### src/rtl/uart_tx_fifo.sv
// rtl/uart_tx_fifo.sv - buffered UART transmitter, 8N1 frames; define UART_TX_PARITY_EN for 8E1
module uart_tx_fifo #(
  parameter int CLK_PER_BIT = 5208,
  parameter int FIFO_AW     = 4
) (
  input  logic               i_clock,
  input  logic               i_reset,
  input  logic               i_tx_valid,
  input  logic [7:0]         i_tx_data,
  output logic               o_tx_ready,
  output logic               o_tx_bit,
  output logic               o_tx_busy,
  output logic               o_tx_done,
  output logic [FIFO_AW:0]   o_fifo_count
);

  localparam int DEPTH = 1 << FIFO_AW;
  localparam int BW    = (CLK_PER_BIT > 1) ? $clog2(CLK_PER_BIT) : 1;
  localparam logic [FIFO_AW:0] FULL_COUNT = {1'b1, {FIFO_AW{1'b0}}};
  localparam logic [BW-1:0]    BAUD_LAST  = BW'(CLK_PER_BIT - 1);

`ifdef UART_TX_PARITY_EN
  typedef enum logic [2:0] {S_IDLE, S_START, S_DATA, S_PARITY, S_STOP} state_t;
`else
  typedef enum logic [2:0] {S_IDLE, S_START, S_DATA, S_STOP} state_t;
`endif

  logic [7:0]         mem [DEPTH];
  logic [FIFO_AW-1:0] wr_ptr_q, wr_ptr_d;
  logic [FIFO_AW-1:0] rd_ptr_q, rd_ptr_d;
  logic [FIFO_AW:0]   count_q, count_d;
  state_t             state_q, state_d;
  logic [BW-1:0]      baud_q, baud_d;
  logic [2:0]         bit_q, bit_d;
  logic [7:0]         shreg_q, shreg_d;
  logic               line_q, line_d;
  logic               done_q, done_d;
  logic               busy_q, busy_d;
`ifdef UART_TX_PARITY_EN
  logic               parity_q, parity_d;
`endif

  logic       push;
  logic       pop;
  logic       baud_end;
  logic [7:0] head;

  assign o_tx_ready   = (count_q != FULL_COUNT);
  assign push         = i_tx_valid && o_tx_ready;
  assign baud_end     = (baud_q == BAUD_LAST);
  assign head         = mem[rd_ptr_q];
  assign o_tx_bit     = line_q;
  assign o_tx_busy    = busy_q;
  assign o_tx_done    = done_q;
  assign o_fifo_count = count_q;

  always_comb begin
    state_d  = state_q;
    baud_d   = baud_q;
    bit_d    = bit_q;
    shreg_d  = shreg_q;
    line_d   = line_q;
    done_d   = 1'b0;
    pop      = 1'b0;
`ifdef UART_TX_PARITY_EN
    parity_d = parity_q;
`endif

    case (state_q)
      S_IDLE: begin
        line_d = 1'b1;
        baud_d = '0;
        pop    = (count_q != '0);
      end
      S_START: begin
        if (baud_end) begin
          baud_d  = '0;
          bit_d   = '0;
          line_d  = shreg_q[0];
          state_d = S_DATA;
        end else begin
          baud_d = baud_q + BW'(1);
        end
      end
      S_DATA: begin
        if (baud_end) begin
          baud_d = '0;
          if (bit_q == 3'd7) begin
`ifdef UART_TX_PARITY_EN
            line_d  = parity_q;
            state_d = S_PARITY;
`else
            line_d  = 1'b1;
            state_d = S_STOP;
`endif
          end else begin
            shreg_d = shreg_q >> 1;
            line_d  = shreg_q[1];
            bit_d   = bit_q + 3'd1;
          end
        end else begin
          baud_d = baud_q + BW'(1);
        end
      end
`ifdef UART_TX_PARITY_EN
      S_PARITY: begin
        if (baud_end) begin
          baud_d  = '0;
          line_d  = 1'b1;
          state_d = S_STOP;
        end else begin
          baud_d = baud_q + BW'(1);
        end
      end
`endif
      S_STOP: begin
        if (baud_end) begin
          baud_d  = '0;
          done_d  = 1'b1;
          line_d  = 1'b1;
          state_d = S_IDLE;
          pop     = (count_q != '0);
        end else begin
          baud_d = baud_q + BW'(1);
        end
      end
      default: begin
        line_d  = 1'b1;
        baud_d  = '0;
        state_d = S_IDLE;
      end
    endcase

    // Both IDLE and end-of-STOP load the head byte and start a frame right away.
    if (pop) begin
      shreg_d  = head;
      line_d   = 1'b0;
      state_d  = S_START;
`ifdef UART_TX_PARITY_EN
      parity_d = ^head;
`endif
    end

    busy_d   = (state_d != S_IDLE);
    wr_ptr_d = push ? wr_ptr_q + FIFO_AW'(1) : wr_ptr_q;
    rd_ptr_d = pop  ? rd_ptr_q + FIFO_AW'(1) : rd_ptr_q;
    case ({push, pop})
      2'b10:   count_d = count_q + (FIFO_AW+1)'(1);
      2'b01:   count_d = count_q - (FIFO_AW+1)'(1);
      default: count_d = count_q;
    endcase
  end

  always_ff @(posedge i_clock) begin
    if (push) begin
      mem[wr_ptr_q] <= i_tx_data;
    end
  end

  always_ff @(posedge i_clock or posedge i_reset) begin
    if (i_reset) begin
      wr_ptr_q <= '0;
      rd_ptr_q <= '0;
      count_q  <= '0;
      state_q  <= S_IDLE;
      baud_q   <= '0;
      bit_q    <= '0;
      shreg_q  <= '0;
      line_q   <= 1'b1;
      done_q   <= 1'b0;
      busy_q   <= 1'b0;
`ifdef UART_TX_PARITY_EN
      parity_q <= 1'b0;
`endif
    end else begin
      wr_ptr_q <= wr_ptr_d;
      rd_ptr_q <= rd_ptr_d;
      count_q  <= count_d;
      state_q  <= state_d;
      baud_q   <= baud_d;
      bit_q    <= bit_d;
      shreg_q  <= shreg_d;
      line_q   <= line_d;
      done_q   <= done_d;
      busy_q   <= busy_d;
`ifdef UART_TX_PARITY_EN
      parity_q <= parity_d;
`endif
    end
  end

endmodule

### config.mk
export PLATFORM = sky130hd
export DESIGN_NAME = uart_tx_fifo
export DESIGN_NICKNAME = d
export VERILOG_FILES = /design/src/rtl/uart_tx_fifo.sv
export SDC_FILE = /design/constraint.sdc
export NUM_CORES = 1
export LEC_CHECK = 0
export BUFFER_PORTS_ARGS = -buffer_cell sky130_fd_sc_hd__buf_2
export CORE_AREA = 8 8 137 139
export CTS_BUF_LIST = sky130_fd_sc_hd__clkbuf_4 sky130_fd_sc_hd__clkbuf_8
export DETAILED_ROUTE_END_ITERATION = 12
export DIE_AREA = 0 0 145 147
export PLACE_DENSITY = 0.71
export SYNTH_ARGS = -nofsm -noshare
export SYNTH_HDL_FRONTEND = slang
export SYNTH_SLANG_ARGS = --single-unit
### constraint.sdc
create_clock -name i_clock -period 7 [get_ports i_clock]
set_input_delay 0.7 -clock i_clock [delete_from_list [all_inputs] [get_ports i_clock]]
set_output_delay 0.7 -clock i_clock [all_outputs]
set_load 0.02 [all_outputs]
==> results of run 1 <==
[placed cells by master (no fill, tap or decap), types with 4 or more instances in the layout]
master	netlist	layout
sky130_fd_sc_hd__nand2b_1	4	4
sky130_fd_sc_hd__mux2_2	18	18
sky130_fd_sc_hd__xnor2_1	10	10
sky130_fd_sc_hd__nand3_1	12	12
sky130_fd_sc_hd__mux4_2	8	8
sky130_fd_sc_hd__nand2_1	18	18
sky130_fd_sc_hd__buf_2	14	19
sky130_fd_sc_hd__nor3_1	11	11
sky130_fd_sc_hd__o221ai_1	4	4
sky130_fd_sc_hd__ha_1	11	11
sky130_fd_sc_hd__mux2i_1	39	39
sky130_fd_sc_hd__a22o_1	9	9
sky130_fd_sc_hd__xor2_1	14	14
sky130_fd_sc_hd__a21oi_1	4	4
sky130_fd_sc_hd__nor2b_1	7	7
sky130_fd_sc_hd__inv_1	11	10
sky130_fd_sc_hd__nor2_1	43	43
sky130_fd_sc_hd__o21ai_0	16	16
sky130_fd_sc_hd__clkbuf_8	0	17
sky130_fd_sc_hd__edfxtp_1	128	128
sky130_fd_sc_hd__inv_6	0	6
sky130_fd_sc_hd__dfrtp_1	42	41
sky130_fd_sc_hd__a22oi_1	10	10
sky130_fd_sc_hd__buf_4	2	8
[power by group]
part	internal (mW)	switching, mW
Clock	0.304	0.401
Sequential	1.24	0.108
Combinational	0.361	0.517
Total	1.90	1.03
[cell families (layout without fill, tap and decap cells)]
family                   Yosys count  in the layout
AO/OA/AOI/OAI                     68             68
XOR/XNOR                          24             24
adder cells (fa/ha/maj)           11             11
buffers and inverters             38             71
flip-flops                       171            171
multiplexers                      66             66
other                              1              1
AND/OR/NAND/NOR                  113            113
[how the worst max path moves through the flow]
| stage | start | end | slack, ns | cells after the start |
|---|---|---|---|---|
| finish | baud_q[0]$_DFF_PP0_ | o_fifo_count[4]$_DFFE_PP0P_ | 3.95 | 13 |
| global route | baud_q[1]$_DFF_PP0_ | o_fifo_count[4]$_DFFE_PP0P_ | 3.62 | 13 |
| CTS | baud_q[0]$_DFF_PP0_ | o_fifo_count[4]$_DFFE_PP0P_ | 3.92 | 13 |
| detailed placement | baud_q[0]$_DFF_PP0_ | o_fifo_count[4]$_DFFE_PP0P_ | 3.95 | 13 |
| global placement | baud_q[0]$_DFF_PP0_ | o_fifo_count[4]$_DFFE_PP0P_ | 4.10 | 13 |
| floorplan | o_fifo_count[2]$_DFFE_PP0P_ | o_fifo_count[4]$_DFFE_PP0P_ | 4.09 | 13 |
[per-layer routing]
layer  global-route usage [%]  up-vias  share of wire, %
met2                     22.8      106                50
met4                     5.10        0               1.5
met1                     17.5     2099                43
met3                     3.20       19               4.8
li1                         -     1893                 -
met5                        0        -                 0
[state kept, by name (all words and copies together), names as in the netlist]
| name | flops |
|---|---|
| shreg_q | 8 |
| mem | 128 |
| bit_q | 3 |
| wr_ptr_q | 4 |
| rd_ptr_q | 4 |
| baud_q | 13 |
| o_tx_bit | 1 |
| o_tx_busy | 1 |
| o_fifo_count | 5 |
| state_q | 3 |
| o_tx_done | 1 |
[area by class of cell]
type,count,share of cell area (%)
Clock buffer,17,2.90
Clock inverter,15,2.22
Timing Repair Buffer,27,1.93
Inverter,12,0.590
Tap cell,225,3.49
Sequential cell,171,61.1
Multi-Input combinational cell,283,27.8
[worst max-delay path: stages (launching register included)]
cell and delay [ns]:
sky130_fd_sc_hd__dfrtp_1 0.40, sky130_fd_sc_hd__ha_1 0.25, sky130_fd_sc_hd__nand4bb_2 0.20, sky130_fd_sc_hd__nor4_4 0.34, sky130_fd_sc_hd__o221ai_4 0.22, sky130_fd_sc_hd__inv_4 0.19
sky130_fd_sc_hd__ha_1 0.37, sky130_fd_sc_hd__xor2_1 0.19, sky130_fd_sc_hd__ha_1 0.20, sky130_fd_sc_hd__nand2_1 0.06, sky130_fd_sc_hd__nor2_1 0.08, sky130_fd_sc_hd__o21ai_0 0.07
sky130_fd_sc_hd__a31oi_1 0.23, sky130_fd_sc_hd__xor2_1 0.16
[metrics by stage]
stage,worst slack (ns),cell area (µm²)
after floorplan,4.09,7330
after global placement,4.10,7640
after detailed placement,3.95,7640
after CTS,3.92,8060
after global routing,3.62,8060
final,3.95,8060
==> key figures, run 1 <==
Logic synthesis
  – Number of register bits inferred by synthesis: 171
  – Portion of the post-synthesis area used by sequential elements: 67.1%
  – Area share of xor/xnor cells in the synthesized design: 2.87%
  – Top cells by instance count after synthesis: sky130_fd_sc_hd__edfxtp_1 (128), sky130_fd_sc_hd__nor2_1 (43), sky130_fd_sc_hd__dfrtp_1 (42)
  – Synth Area in Compound Gates: 6.81%
  – Share of async-settable or async-resettable flops after synthesis: 25.1%
  – Count of flip-flops with a built-in enable after synthesis: 128
  – Post-synthesis mux area share: 10.7%
  – Most frequently used flop master after synthesis: sky130_fd_sc_hd__edfxtp_1
  – Largest cells by area after synthesis: sky130_fd_sc_hd__edfxtp_1 (52%), sky130_fd_sc_hd__dfrtp_1 (14%), sky130_fd_sc_hd__mux2i_1 (5.3%)
  – Post-synthesis simple-gate area fraction: 8.19%
  – Area share of fa/ha/maj cells after synthesis: 1.88%
  – Net count of the mapped netlist: 514
  – Average cell area after synthesis: 14.9 µm²
  – Cell variety after synth: 56
  – Most frequently used cell type in the post-synthesis netlist: sky130_fd_sc_hd__edfxtp_1
  – Dominant combinational cell family by area after synthesis: multiplexers
  – Area of the mapped netlist: 0.00733 mm²
  – Synth top area share: 52.4%
  – Synthesized instance count: 492
  – Post-synth top area cell: sky130_fd_sc_hd__edfxtp_1
  – Ys Warns: 0

Clock tree
  – Deepest level of the CTS H-tree: 4
  – Hold_buf cts: 0
  – Post-CTS Resized: 0
  – TritonCTS clock tree: built
  – Clock-pin transition on the worst setup and hold timing paths: 0.10 ns
  – CTS root buffer: sky130_fd_sc_hd__clkbuf_8
  – Number of buffers created by CTS: 17
  – Buffer count from post-CTS setup fixing: 0
  – CTS max path bufs: 2
  – Insertion delay to the later sink of the worst-skew pair: 0.46 ns
  – Sink count of the clock tree: 171

Detailed routing
  – DR iter-0 viols: 345
  – Routed vias/inst: 5.49
  – Number of nets with antenna violations after routing: 0
  – DRT Wirelength: 14400 µm
  – Number of design rule violations left after detail routing: 0
  – Number of vias in the routed layout: 4117
  – Wire length per cell: 19.2 µm
  – DR pass1 iterations: 4

Global route
  – Vias in the first global route: 4145
  – Number of antenna violations at the first check in global routing: 0
  – Global-route usage over all layers: 13.8%
  – First-pass GRT wire length: 22900 µm
  – Global route total overflow: 0
  – Maximum number of pins on one net before global-route repair: 52

Layout
  – Filler cell count: 1406
  – Non-filler instance count after layout: 750
  – Final layout net count: 534
  – Area growth from synthesis to layout: 9.83%
  – Share of cells above drive strength 1: 17.9%
  – Post-Route Utilization: 48.1%
  – Inserted Diodes: 0
  – Multi-input gate area: 0.00224 mm²
  – Total area of sequential cells: 0.00492 mm²

Critical path
  – R2R Setup Slk: 3.95 ns
  – Reg-to-reg endpoint: o_fifo_count[4]$_DFFE_PP0P_
  – Worst setup SP type: flip-flop
  – Worst-path maximum fanout: 9
  – Worst reg2reg startpoint: baud_q[0]$_DFF_PP0_
  – Arrival @ worst endpoint: 3.43 ns
  – Category of the critical setup timing path: reg2reg
  – Number of cells on the worst reg-to-reg path: 13
  – Setup crit end kind: flip-flop
  – Required time of the critical path: 7.38 ns

Outcome
  – Status: finished, final reports clean

Timing
  – Transition at the pin with the smallest max-transition slack: 1.18 ns
  – Total setup violations reported at the end of the flow: 0
  – Share of the clock period used by the worst path: 43.6%
  – Max-slew headroom at the worst pin: 21.0%
  – Setup TNS: 0 ns
  – Final Hold Fails: 0
  – Clock period minus final worst setup slack: 3.05 ns
  – Maximum clock skew at final layout: 0.0153 ns
  – RSZ-0062 raised after global routing: false
  – Smallest hold slack: 0.359 ns
  – Number of pins exceeding their max-slew limit in the final report: 0
  – Maximum operating frequency: 0.328 GHz

Min path
  – Tightest Hold Check Type: in2async

Floorplan
  – Number of top-level pins: 20
  – Die Y: 147 µm
  – Horiz. Die Dim: 145 µm
  – Placeable core area: 0.0168 mm²
  – Starting Density: 43.8%
  – Die area: 0.0213 mm²
  – Row cnt: 48

Power
  – PwrDens: 364 mW/mm²
  – Cell leakage power: 2.90 nW
  – Worst voltage drop across the vdd grid: 0.168 mV
  – Final Total Pwr: 2.93 mW

Place
  – IO Port Bufs: 19
  – Number of cells in the design after placement: 718
  – Gpl congestion: 0.783
  – Estimated wirelength of the detail-placed design: 9180 µm

Run
  – Max-cap check violation count: 0
Note: power is estimated with default switching activity, not from simulation.
==> inputs of run 2 (changes only) <==
- ABC_AREA: default -> 1
- CORE_AREA: 8 8 137 139 -> 8 8 140 142
- DIE_AREA: 0 0 145 147 -> 0 0 148 150
- PLACE_DENSITY: 0.71 -> 0.73
- clock period: 7 -> 2.5 ns (I/O delays scaled with it)
==> run 2 against run 1 <==
Effect of this change:
- synthesized cell count increased by 56%
- sequential power increased to 2.8 times the previous value
- area after synthesis increased by 5.1%
- global-route usage increased by 1.0 points
- critical path depth unchanged
- final cell count increased by 39%
- register-to-register slack got worse by 3.7 ns
- clock skew increased by 0.0019 ns
- sequential share of layout area decreased by 3.3 points
- total power increased to 3.0 times the previous value
- clock-buffer cell count increased by 1
- largest power group unchanged
==> key figures, run 2 <==
Outcome
  – Status: finished, final reports clean (unchanged)

Critical path
  – Number of cells on the worst reg-to-reg path: 13 (unchanged)
  – Reg-to-reg endpoint: o_fifo_count[4]$_DFFE_PP0P_ (unchanged)
  – Arrival @ worst endpoint: 2.64 ns (was 3.43 ns)
  – Worst reg2reg startpoint: o_fifo_count[1]$_DFFE_PP0P_ (was baud_q[0]$_DFF_PP0_)
  – Category of the critical setup timing path: reg2reg (unchanged)
  – Critical Path Most Common Cell: sky130_fd_sc_hd__nand2_1 (was sky130_fd_sc_hd__ha_1)
  – Stage delay of the slowest cell on the critical path: 0.46 ns (was 0.40 ns)
  – Top cell family by delay on the critical path: simple AND/OR/NAND/NOR gates (was adder cells)
  – Worst-path maximum fanout: 5 (was 9)
  – CP Buf/Inv Count: 0 (was 1)
  – Required time of the critical path: 2.85 ns (was 7.38 ns)
  – R2R Setup Slk: 0.22 ns (was 3.95 ns)
  – Worst setup SP type: flip-flop (unchanged)
  – Slowest CP cell: sky130_fd_sc_hd__dfrtp_2 (was sky130_fd_sc_hd__dfrtp_1)
  – Setup crit end kind: flip-flop (unchanged)
  – Cell Chain, Critical Path: nor2_2, nand4_1, nand3_1, nand2_2, ha_1, xor2_2, ha_1, a21o_1, nand2_1, o21ai_1, xor2_1, nand2_1, nand2_1 (was ha_1, nand4bb_2, nor4_4, o221ai_4, inv_4, ha_1, xor2_1, ha_1, nand2_1, nor2_1, o21ai_0, a31oi_1, xor2_1)

Clock tree
  – Buffer count from post-CTS setup fixing: 0 (unchanged)
  – Sink count of the clock tree: 171 (unchanged)
  – CTS root buffer: sky130_fd_sc_hd__clkbuf_8 (unchanged)
  – Deepest level of the CTS H-tree: 4 (unchanged)
  – Insertion delay to the later sink of the worst-skew pair: 0.47 ns (was 0.46 ns)
  – TritonCTS clock tree: built (unchanged)
  – CTS max path bufs: 2 (unchanged)
  – Clock-pin transition on the worst setup and hold timing paths: 0.09 ns (was 0.10 ns)
  – Number of buffers created by CTS: 17 (unchanged)

Min path
  – Worst hold path startpoint: i_tx_data[7]
  – Hold Path Sink: mem[1][7]$_DFFE_PP_
  – Tightest Hold Check Type: in2reg (was in2async)
  – Cell depth of the worst min-delay path: 1

Timing
  – Clock period minus final worst setup slack: 2.28 ns (was 3.05 ns)
  – Setup ws final: 0.215 ns (was 3.95 ns)
  – Share of the clock period used by the worst path: 91.4% (was 43.6%)
  – Maximum operating frequency: 0.438 GHz (was 0.328 GHz)
  – Transition at the pin with the smallest max-transition slack: 0.857 ns (was 1.18 ns)
  – Maximum clock skew at final layout: 0.0172 ns (was 0.0153 ns)
  – Setup TNS: 0 ns (unchanged)
  – Total setup violations reported at the end of the flow: 0 (unchanged)
  – Max-slew headroom at the worst pin: 42.6% (was 21.0%)
  – Number of pins exceeding their max-slew limit in the final report: 0 (unchanged)
  – Final Hold Fails: 0 (unchanged)
  – RSZ-0062 raised after global routing: false (unchanged)

Logic synthesis
  – Top cells by instance count after synthesis: sky130_fd_sc_hd__nand2_1 (199), sky130_fd_sc_hd__edfxtp_1 (128), sky130_fd_sc_hd__nand3_1 (99) (was sky130_fd_sc_hd__edfxtp_1 (128), sky130_fd_sc_hd__nor2_1 (43), sky130_fd_sc_hd__dfrtp_1 (42))
  – Count of flip-flops with a built-in enable after synthesis: 128 (unchanged)
  – Largest cells by area after synthesis: sky130_fd_sc_hd__edfxtp_1 (50%), sky130_fd_sc_hd__dfrtp_1 (14%), sky130_fd_sc_hd__nand2_1 (9.7%) (was sky130_fd_sc_hd__edfxtp_1 (52%), sky130_fd_sc_hd__dfrtp_1 (14%), sky130_fd_sc_hd__mux2i_1 (5.3%))
  – Most frequently used cell type in the post-synthesis netlist: sky130_fd_sc_hd__nand2_1 (was sky130_fd_sc_hd__edfxtp_1)
  – Average cell area after synthesis: 10.0 µm² (was 14.9 µm²)
  – Number of register bits inferred by synthesis: 171 (unchanged)
  – Share of async-settable or async-resettable flops after synthesis: 25.1% (unchanged)
  – Most frequently used flop master after synthesis: sky130_fd_sc_hd__edfxtp_1 (unchanged)
  – Synthesized instance count: 767 (was 492)
  – Cell variety after synth: 38 (was 56)
  – Portion of the post-synthesis area used by sequential elements: 63.9% (was 67.1%)
  – Post-synth top area cell: sky130_fd_sc_hd__edfxtp_1 (unchanged)
  – Synth top area share: 49.9% (was 52.4%)
  – Area of the mapped netlist: 0.00771 mm² (was 0.00733 mm²)
  – Net count of the mapped netlist: 789 (was 514)
  – Ys Warns: 0 (unchanged)

Global route
  – Met2 global-route usage: 24.3% (was 22.8%)
  – Met1 global-route usage: 19.1% (was 17.5%)
  – Global-route usage over all layers: 14.9% (was 13.8%)
  – Vias in the first global route: 5076 (was 4145)
  – Most crowded layer after global routing: met2 (unchanged)
  – Maximum number of pins on one net before global-route repair: 73 (was 52)
  – Number of antenna violations at the first check in global routing: 0 (unchanged)
  – First-pass GRT wire length: 25800 µm (was 22900 µm)
  – Global route total overflow: 0 (unchanged)
  – Global-route met3 utilization: 3.60% (was 3.20%)

Detailed routing
  – Wire length per cell: 15.2 µm (was 19.2 µm)
  – Routed vias/inst: 5.04 (was 5.49)
  – Number of nets with antenna violations after routing: 0 (unchanged)
  – Number of design rule violations left after detail routing: 0 (unchanged)
  – DR pass1 iterations: 5 (was 4)
  – DR iter-0 viols: 537 (was 345)
  – Number of vias in the routed layout: 5232 (was 4117)
  – DRT Wirelength: 15800 µm (was 14400 µm)

Layout
  – Commonest non-fill, non-tap cell in the layout: sky130_fd_sc_hd__nand2_1 (was sky130_fd_sc_hd__edfxtp_1)
  – Number of flip-flops in the largest register: 128 (unchanged)
  – Filler cell count: 1626 (was 1406)
  – Most flops, register: mem (unchanged)
  – Final layout net count: 819 (was 534)
  – Finished Cell Area: 0.00852 mm² (was 0.00806 mm²)
  – Inserted Diodes: 0 (unchanged)
  – Share of cells above drive strength 1: 13.2% (was 17.9%)
  – Biggest registers after layout: mem x128, baud_q x13, shreg_q x8 (unchanged)
  – Commonest cells after routing, fill and taps aside: sky130_fd_sc_hd__nand2_1 (199), sky130_fd_sc_hd__edfxtp_1 (128), sky130_fd_sc_hd__nand3_1 (99), sky130_fd_sc_hd__nor2_1 (73), sky130_fd_sc_hd__inv_1 (71) (was sky130_fd_sc_hd__edfxtp_1 (128), sky130_fd_sc_hd__nor2_1 (43), sky130_fd_sc_hd__dfrtp_1 (41), sky130_fd_sc_hd__mux2i_1 (39), sky130_fd_sc_hd__buf_2 (19))
  – Area growth from synthesis to layout: 10.6% (was 9.83%)

Run
  – Max-cap check violation count: 0 (unchanged)

Floorplan
  – Starting Density: 43.9% (was 43.8%)
  – Row cnt: 49 (was 48)
  – Horiz. Die Dim: 148 µm (was 145 µm)
  – Die Y: 150 µm (was 147 µm)
  – Die area: 0.0222 mm² (was 0.0213 mm²)
  – Number of top-level pins: 20 (unchanged)
  – Placeable core area: 0.0175 mm² (was 0.0168 mm²)

Place
  – Estimated wirelength of the detail-placed design: 10100 µm (was 9180 µm)
  – Post-place instance area: 0.00810 mm² (was 0.00764 mm²)
  – IO Port Bufs: 19 (unchanged)
  – Gpl congestion: 0.859 (was 0.783)
  – Setup slack after placement: 0.155 ns (was 3.95 ns)

Power
  – Worst voltage drop across the vdd grid: 0.599 mV (was 0.168 mV)
  – Cell leakage power: 3.56 nW (was 2.90 nW)
  – PwrDens: 1020 mW/mm² (was 364 mW/mm²)
[run 2: cells by family after synthesis]
| logic type | after synthesis | share of synthesized area [%] |
|---|---|---|
| compound gates | 53 | 3.64 |
| buf+inv | 111 | 6.17 |
| fa+ha+maj | 11 | 1.79 |
| flops | 171 | 63.9 |
| simple gates | 405 | 22.8 |
| xor+xnor | 15 | 1.70 |
| other cells | 1 | 0.0487 |
[run 2: layout make-up]
class	instances	area, µm²	area share [%]
multi-input combinational	485	2320	27.2
timing repair buffer	41	288	3.38
sequential	171	4920	57.8
inverter	81	305	3.58
clock buffer	18	241	2.83
clock inverter	14	156	1.84
tap	229	287	3.36
[run 2: repair_timing]
item,in CTS,in global routing
hold endpoints to repair,42,0
endpoints found under the setup margin,0,1
hold buffers,1,0
gates resized for setup,0,4
[run 2: power breakdown]
| group | total [mW] | switching (mW) | internal [mW] | leakage [nW] |
|---|---|---|---|---|
| registers | 3.73 | 0.247 | 3.49 | 1.70 |
| logic | 2.98 | 2.01 | 0.971 | 1.64 |
| clock network | 1.97 | 1.05 | 0.922 | 0.208 |
[run 2: per-stage QoR]
stage	total power, mW	instances	util, %	hold WS (ns)
floorplan	5.89	767	-	0.349
global placement	6.69	1006	46.2	0.409
detailed placement	6.74	1006	46.2	0.411
CTS	8.71	1039	48.5	0.167
global route	9.22	1039	48.6	0.167
finish	8.68	1039	48.6	0.188
[run 2: worst max path at each step]
stage                     slack [ns]                   startpoint                     endpoint  depth (start not counted)
after floorplan                0.009  o_fifo_count[1]$_DFFE_PP0P_  o_fifo_count[4]$_DFFE_PP0P_                         15
after global placement          0.26          baud_q[0]$_DFF_PP0_  o_fifo_count[4]$_DFFE_PP0P_                         16
after detailed placement        0.16          baud_q[0]$_DFF_PP0_  o_fifo_count[4]$_DFFE_PP0P_                         16
after CTS                       0.13          baud_q[0]$_DFF_PP0_  o_fifo_count[4]$_DFFE_PP0P_                         16
after global routing            0.02  o_fifo_count[1]$_DFFE_PP0P_  o_fifo_count[4]$_DFFE_PP0P_                         13
final                           0.22  o_fifo_count[1]$_DFFE_PP0P_  o_fifo_count[4]$_DFFE_PP0P_                         13
[run 2: layer usage]
layer,routed length (µm),vias to the layer above
met5,0,-
met4,245,0
met3,815,21
met2,7620,143
met1,7130,2490
li1,-,2578
